--- config.mk ---
export PLATFORM = sky130hd
export DESIGN_NAME = stall_ctrl
export DESIGN_NICKNAME = d
export VERILOG_FILES = /design/src/rtl/stall_ctrl.sv
export SDC_FILE = /design/constraint.sdc
export NUM_CORES = 1
export LEC_CHECK = 0
export ABC_AREA = 1
export CORE_UTILIZATION = 35
export CTS_CLUSTER_SIZE = 12
export DETAILED_ROUTE_END_ITERATION = 6
export PLACE_DENSITY_LB_ADDON = 0.25
export SYNTH_ARGS = -nofsm -noshare
export SYNTH_HDL_FRONTEND = slang
export SYNTH_SLANG_ARGS = --single-unit
export TNS_END_PERCENT = 100
--- constraint.sdc ---
create_clock -name clk -period 1.73 [get_ports clk]
set_clock_uncertainty 0.15 [all_clocks]
set_input_delay 0.173 -clock clk [delete_from_list [all_inputs] [get_ports clk]]
set_output_delay 0.173 -clock clk [all_outputs]
set_load 0.02 [all_outputs]
--- src/rtl/stall_ctrl.sv ---
// Hazard/stall controller for the 5-stage MIPS pipeline: Tuse/Tnew stall detection,
// E/M destination-register records and the mult/div busy window.
module stall_ctrl #(
   parameter int MULT_CYCLES = 5,
   parameter int DIV_CYCLES  = 10
) (
   input  logic       clk,
   input  logic       reset,
   input  logic       D_need_rs,
   input  logic       D_need_rt,
   input  logic [2:0] D_Tuse_rs,
   input  logic [2:0] D_Tuse_rt,
   input  logic [2:0] D_Tnew,
   input  logic [4:0] D_rs,
   input  logic [4:0] D_rt,
   input  logic [4:0] D_A3,
   input  logic       D_md_start,
   input  logic       D_md_div,
   input  logic       D_md_use,
   output logic       stall,
   output logic [4:0] E_A3,
   output logic [2:0] E_Tnew,
   output logic [4:0] M_A3,
   output logic [2:0] M_Tnew,
   output logic       md_busy
);

   localparam int MD_MAX = (MULT_CYCLES > DIV_CYCLES) ? MULT_CYCLES : DIV_CYCLES;
   localparam int CNT_W  = $clog2(MD_MAX + 1);

   logic [4:0]       r_E_A3;
   logic [2:0]       r_E_Tnew;
   logic [4:0]       r_M_A3;
   logic [2:0]       r_M_Tnew;
   logic [CNT_W-1:0] r_md_cnt;

   logic w_stall_rs;
   logic w_stall_rt;
   logic w_stall_md;
   logic w_stall;
   logic w_md_busy;

   // Remaining Tnew counts down one per stage and floors at zero.
   function automatic logic [2:0] sat_dec(input logic [2:0] t);
      return (t == 3'd0) ? 3'd0 : t - 3'd1;
   endfunction

   always_comb begin
      w_md_busy  = (r_md_cnt != '0);
      w_stall_rs = D_need_rs && (D_rs != 5'd0) &&
                   (((D_rs == r_E_A3) && (r_E_Tnew > D_Tuse_rs)) ||
                    ((D_rs == r_M_A3) && (r_M_Tnew > D_Tuse_rs)));
      w_stall_rt = D_need_rt && (D_rt != 5'd0) &&
                   (((D_rt == r_E_A3) && (r_E_Tnew > D_Tuse_rt)) ||
                    ((D_rt == r_M_A3) && (r_M_Tnew > D_Tuse_rt)));
      w_stall_md = D_md_use && w_md_busy;
      w_stall    = w_stall_rs || w_stall_rt || w_stall_md;
   end

   always_ff @(posedge clk) begin
      if (reset) begin
         r_E_A3   <= 5'd0;
         r_E_Tnew <= 3'd0;
         r_M_A3   <= 5'd0;
         r_M_Tnew <= 3'd0;
         r_md_cnt <= '0;
      end else begin
         // A stalled D instruction is replaced by a bubble entering E.
         if (w_stall) begin
            r_E_A3   <= 5'd0;
            r_E_Tnew <= 3'd0;
         end else begin
            r_E_A3   <= D_A3;
            r_E_Tnew <= D_Tnew;
         end
         r_M_A3   <= r_E_A3;
         r_M_Tnew <= sat_dec(r_E_Tnew);
         if (D_md_start && !w_stall) begin
            r_md_cnt <= D_md_div ? CNT_W'(DIV_CYCLES) : CNT_W'(MULT_CYCLES);
         end else if (r_md_cnt != '0) begin
            r_md_cnt <= r_md_cnt - CNT_W'(1);
         end
      end
   end

   assign stall   = w_stall;
   assign E_A3    = r_E_A3;
   assign E_Tnew  = r_E_Tnew;
   assign M_A3    = r_M_A3;
   assign M_Tnew  = r_M_Tnew;
   assign md_busy = w_md_busy;

endmodule

# Word level (Yosys, flattened, before mapping)
# Index checks and enable logic that the tools add are counted.
[totals]
regBits = 20
output_inout_bits = 18
input_bits = 31
elab_cells = 40
[classes]
n_addsub = 2
eq_ne = 4
n_mux = 3
n_reduce_logical = 22
n_lt_le_gt_ge = 4
[op_table]
columns = ["cell", "n"]
rows = [
  ["$eq 5x5->1", 4],
  ["$gt 3x3->1", 4],
  ["$mux 4", 3],
  ["$logic_and 1x1->1", 10],
  ["$reduce_bool 5->1", 2],
  ["$logic_or 1x1->1", 4],
  ["$reduce_bool 4->1", 1],
  ["$reduce_or 2->1", 2],
  ["$sub 4x1->4 const B", 1],
  ["$logic_not 3->1", 1],
  ["$sub 3x1->3 const B", 1],
  ["$reduce_bool 2->1", 1],
  ["$logic_not 1->1", 1],
]

# Longest topological paths before layout
# Gate-level depths: netlist (run 1).
[depth]
depth_word = 9
mapped_depth = 13
mapped_depth_nobuf = 13

# Least setup slack after synthesis (run 1)
# OpenSTA, ideal clock, no wires.
[synth_path]
kind = "reg2reg"
startpoint = "register r_E_Tnew[2] (netlist: E_Tnew[2])"
endpoint = "register r_md_cnt[1]"
period_less_slack_ns = 1.828
setup_ns = 0.131
setup_slack_ns = -0.098
t_arrival_ns = 1.546
stages_incl_launch_ff = 12
required_ns = 1.449
path_buffers = 0
path_cell_list = "dfxtp_1 > ha_1 > nand2_1 > nand2_1 > nor2_1 > nor2_1 > nand2_1 > nand2_2 > a21oi_4 > nand4_2 > nand2_1 > a21oi_1"
[synth_between]
elab_chain_cells = 9
word_cells_on_any_way = 14
cone_classes = "order compare: 2; mux: 1; reduce/logical: 11"
[synth_rtl]
columns = ["item", "line_no", "source"]
rows = [
  ["start, declared", "32", "logic [2:0] r_E_Tnew;"],
  ["start signal, assigned", "74", "r_E_Tnew <= D_Tnew;"],
  ["$gt 3x3->1, on equally long branches", "51, 54", ""],
  ["$logic_and 1x1->1, on equally long branches", "51, 54", ""],
  ["$logic_or 1x1->1, on equally long branches", "51, 54", ""],
  ["$logic_and 1x1->1, on equally long branches", "50, 53", ""],
  ["$logic_or 1x1->1 * (2 in series)", "57", "w_stall = w_stall_rs || w_stall_rt || w_stall_md;"],
  ["$logic_not 1->1 *", "78", "if (D_md_start && !w_stall) begin"],
  ["$logic_and 1x1->1 *", "78", ""],
  ["$mux 4 / $reduce_bool 2->1 (equally long branches)", "--", ""],
  ["end signal, assigned", "79", "r_md_cnt <= D_md_div ? CNT_W'(DIV_CYCLES) : CNT_W'(MULT_CYCLES);"],
  ["end signal, assigned", "81", "r_md_cnt <= r_md_cnt - CNT_W'(1);"],
  ["end, declared", "35", "logic [CNT_W-1:0] r_md_cnt;"],
]
# Every way passes the cells marked *; elsewhere a longest branch is shown, timed or not.
# A chain may end at the register's enable or synchronous reset.

# Final worst setup path (run 1)
[layout_path]
startpoint = "register r_M_Tnew[2] (netlist: M_Tnew[2])"
endpoint = "output port stall"
[layout_between]
elab_chain_cells = 6
word_cells_on_any_way = 10
cone_classes = "order compare: 2; reduce/logical: 8"
[layout_rtl]
columns = ["item", "line_no", "source"]
rows = [
  ["start, declared", "34", "logic [2:0] r_M_Tnew;"],
  ["start signal, assigned", "77", "r_M_Tnew <= sat_dec(r_E_Tnew);"],
  ["$gt 3x3->1, on equally long branches", "52, 55", ""],
  ["$logic_and 1x1->1, on equally long branches", "52, 55", ""],
  ["$logic_or 1x1->1, on equally long branches", "51, 54", ""],
  ["$logic_and 1x1->1, on equally long branches", "50, 53", ""],
  ["$logic_or 1x1->1 * (2 in series)", "57", ""],
  ["end, declared", "20", "output logic stall,"],
]
# Marked as above.

==> results of run 1 <==
[cells by family (layout without fill, tap and decap cells)]
group	count (synthesis)	count (layout)	share of synthesized area [%]
xor gates and xnor gates	12	12	7.37
buffers and inverters	44	125	11.6
adders and majority gates	16	16	14.0
and+or+nand+nor	112	112	34.6
AOI/OAI and AO/OA	9	9	4.39
DFF	20	20	28.1
[Yosys cell counts (2+ instances only)]
cell / instances / area [um^2]
a21oi_1: 4 / 20.0
nand4_1: 2 / 12.5
nand2_1: 53 / 199
nor2_1: 39 / 146
dfxtp_1: 20 / 400
nand3b_1: 2 / 15.0
xnor2_1: 8 / 70.1
nand2_2: 2 / 12.5
inv_2: 4 / 15.0
or2_2: 2 / 12.5
nand3_1: 7 / 35.0
o21ai_0: 2 / 10.0
xor2_1: 4 / 35.0
ha_1: 16 / 200
inv_1: 39 / 146
[routing by layer]
metal  GRT usage, %  wire length (um)
met4           5.71                47
met3           2.59               120
met1           24.0              1760
met2           31.9              1790
met5              0                 0
[worst max-delay path, delay by kind of cell (launching register included)]
family                     cells  cell delay (ps)
buffers and inverters          2              250
adders and majority gates      1              260
and+or+nand+nor                7              470
DFF                            1              370
[cell usage in the layout (no fill, tap or decap), drive strengths merged]
| cell type | count |
|---|---|
| nand2 | 56 |
| inv | 43 |
| nor2 | 39 |
| clkdlybuf4s50 | 33 |
| buf | 32 |
| dfxtp | 20 |
| ha | 16 |
| dlymetal6s2s | 10 |
| xnor2 | 8 |
| nand3 | 8 |
| a21oi | 6 |
| xor2 | 4 |
| clkbuf | 4 |
| nand4 | 4 |
| dlygate4sd2 | 3 |
| nand3b | 2 |
| or2 | 2 |
| o21ai | 2 |
| o31ai | 1 |
| nor3 | 1 |
[state kept, by name, indices dropped and copies added, names as in the netlist]
| register | count |
|---|---|
| r_md_cnt | 4 |
| E_A3 | 5 |
| M_Tnew | 3 |
| E_Tnew | 3 |
| M_A3 | 5 |
[per-stage QoR]
step | setup slack [ps] | hold slack [ps] | cell area [um^2]
global placement | -791 | 326 | 2190
CTS | -224 | 276 | 2370
floorplan | 5.44 | 128 | 1430
detailed placement | -801 | 327 | 2190
finish | -218 | 278 | 2450
global route | -324 | 277 | 2450
[repair_timing]
item / CTS / global route
buffers inserted: 2 / 1
gates resized for setup: 31 / 27
pin swaps: 16 / 13
setup endpoints to repair: 14 / 22
[cell type report]
type,instances,share of cell area [%]
clock buffers,3,1.68
inverters,43,6.59
well taps,48,2.45
multi-input cells,149,41.7
repair buffers,79,30.6
flip-flops and latches,20,16.9
[report_power, final]
part | total [mW] | leakage [nW] | switching [mW] | internal, mW
combinational | 1.40 | 1.13 | 0.679 | 0.720
clock | 0.308 | 0.0216 | 0.153 | 0.155
sequential | 0.654 | 0.168 | 0.0894 | 0.565
[path summary, 6_finish.rpt]
check / from / endpoint / slack (ps) / cells after the start
setup / recovery: M_Tnew[2] / stall / -220 / 10
hold / removal: D_Tnew[0] / E_Tnew[0] / 280 / 3
setup reg to reg: M_Tnew[2] / r_md_cnt[1] / -160 / 13
hold reg to reg: E_Tnew[0] / M_Tnew[0] / 350 / 2
==> run summary, run 1 <==
Outcome -> complete, but fails checks
Failing checks -> negative setup slack
Clock Latency Late Sink -> 260 ps
P_leak -> 1.32 nW
Startpoint type of the worst setup path -> register
Tcrit/Tclk final -> 113%
# hold bufs at CTS -> 0
Crit-path max FO -> 3
Nets -> 343
Die ar. -> 4330 um^2
Inst Count DP -> 337
Setup tns final -> -1810 ps
DR iter-0 viols -> 46
Number of remaining DRC errors -> 0
Distinct cells, synth -> 24
TritonCTS Buffers -> 3
Initial antenna violation count -> 0
FP Rows -> 22
Worst Hold Class -> primary input to register
Gp weighted congestion -> 0.818
Clock Pin Slew Worst Setup and Hold Paths -> 70 ps
Total track usage -> 18.7%
Die Span Y -> 65.8 um
Port-buffer cells -> 48
Final WL -> 3730 um
Fin crit period -> 1950 ps
DP HPWL -> 2930 um
Via count -> 1501
Overall power -> 2.36 mW
Final core occ -> 65.0%
Final setup vio count -> 13
Antenna diodes -> 0
Maxcap violations -> 0
Clock tree root buffer cell -> clkbuf_8
WL per Instance -> 10.9 um
Cells after synthesis -> 213
Top FF cell, synth -> dfxtp_1
GRT Residual Overflow -> 0
Worst slew pin tran -> 232 ps
Starting Density -> 37.8%
Non-Filler Instances -> 342
Max Buffers Root-to-Sink -> 2
IO Pins -> 49
Ys async rst share -> 0%
Number of global-route vias before repair -> 1412
Mapped Avg Cell Area -> 6.70 um^2
Slowest stage delay, CP -> 370 ps
Final ANT Viol Nets -> 0
Slew margin rel. -> 84.5%
Ys Warns -> 0
Sequential cell area -> 415 um^2
First-pass GRT wire length -> 6040 um
Area of the multi-input gates -> 1020 um^2
CTS HTree Levels -> 1
Crit-path cells -> buf_12 > ha_4 > nand2_1 > nor2_1 > nor2_1 > nand4_1 > nand2_1 > nand2_4 > nand2_2 > buf_6
Die X-Extent -> 65.8 um
CORE AREA -> 3770 um^2
Pwr dens -> 963 nW/um^2
CTS tree -> yes
Clock sinks -> 20
Post-Syn Nets -> 260
Final hold violations -> 0
Maximum clock rate -> 513 MHz
Sequential element share of the synthesized area -> 28.1%
DRT Pass-1 Iters -> 4
Crit. End Element -> output port
Max IR drop VDD -> 820 uV
Critical path type -> register to output port
Final Max Slew Viols -> 0
Largest net degree at the start of global routing -> 11
Yosys reg bits -> 20
Post-synth EDFFs -> 0
Layout cells sized above 1 -> 28.6%
DR vias/cell -> 4.39
PnR worst setup slack -> -218 ps
Synthesis-to-finish area growth -> 71.8%
CP arrival -> 1620 ps
Worst EP required -> 1410 ps
Fill count -> 329
Crit-path slowest cell -> dfxtp_4
RSZ-0062 raised after global routing -> true
Synthesized cell area -> 1430 um^2
Note: power is estimated with default switching activity, not from simulation.
==> run 2, diff against run 1 <==
--- a/config.mk
+++ b/config.mk
@@ -9,6 +9,7 @@
 export CORE_UTILIZATION = 35
 export CTS_CLUSTER_SIZE = 12
 export DETAILED_ROUTE_END_ITERATION = 6
+export HOLD_SLACK_MARGIN = 0.08
 export PLACE_DENSITY_LB_ADDON = 0.25
 export SYNTH_ARGS = -nofsm -noshare
 export SYNTH_HDL_FRONTEND = slang
==> results of run 2 <==
The final DEF is identical to that of run 1; final timing and power are the same.
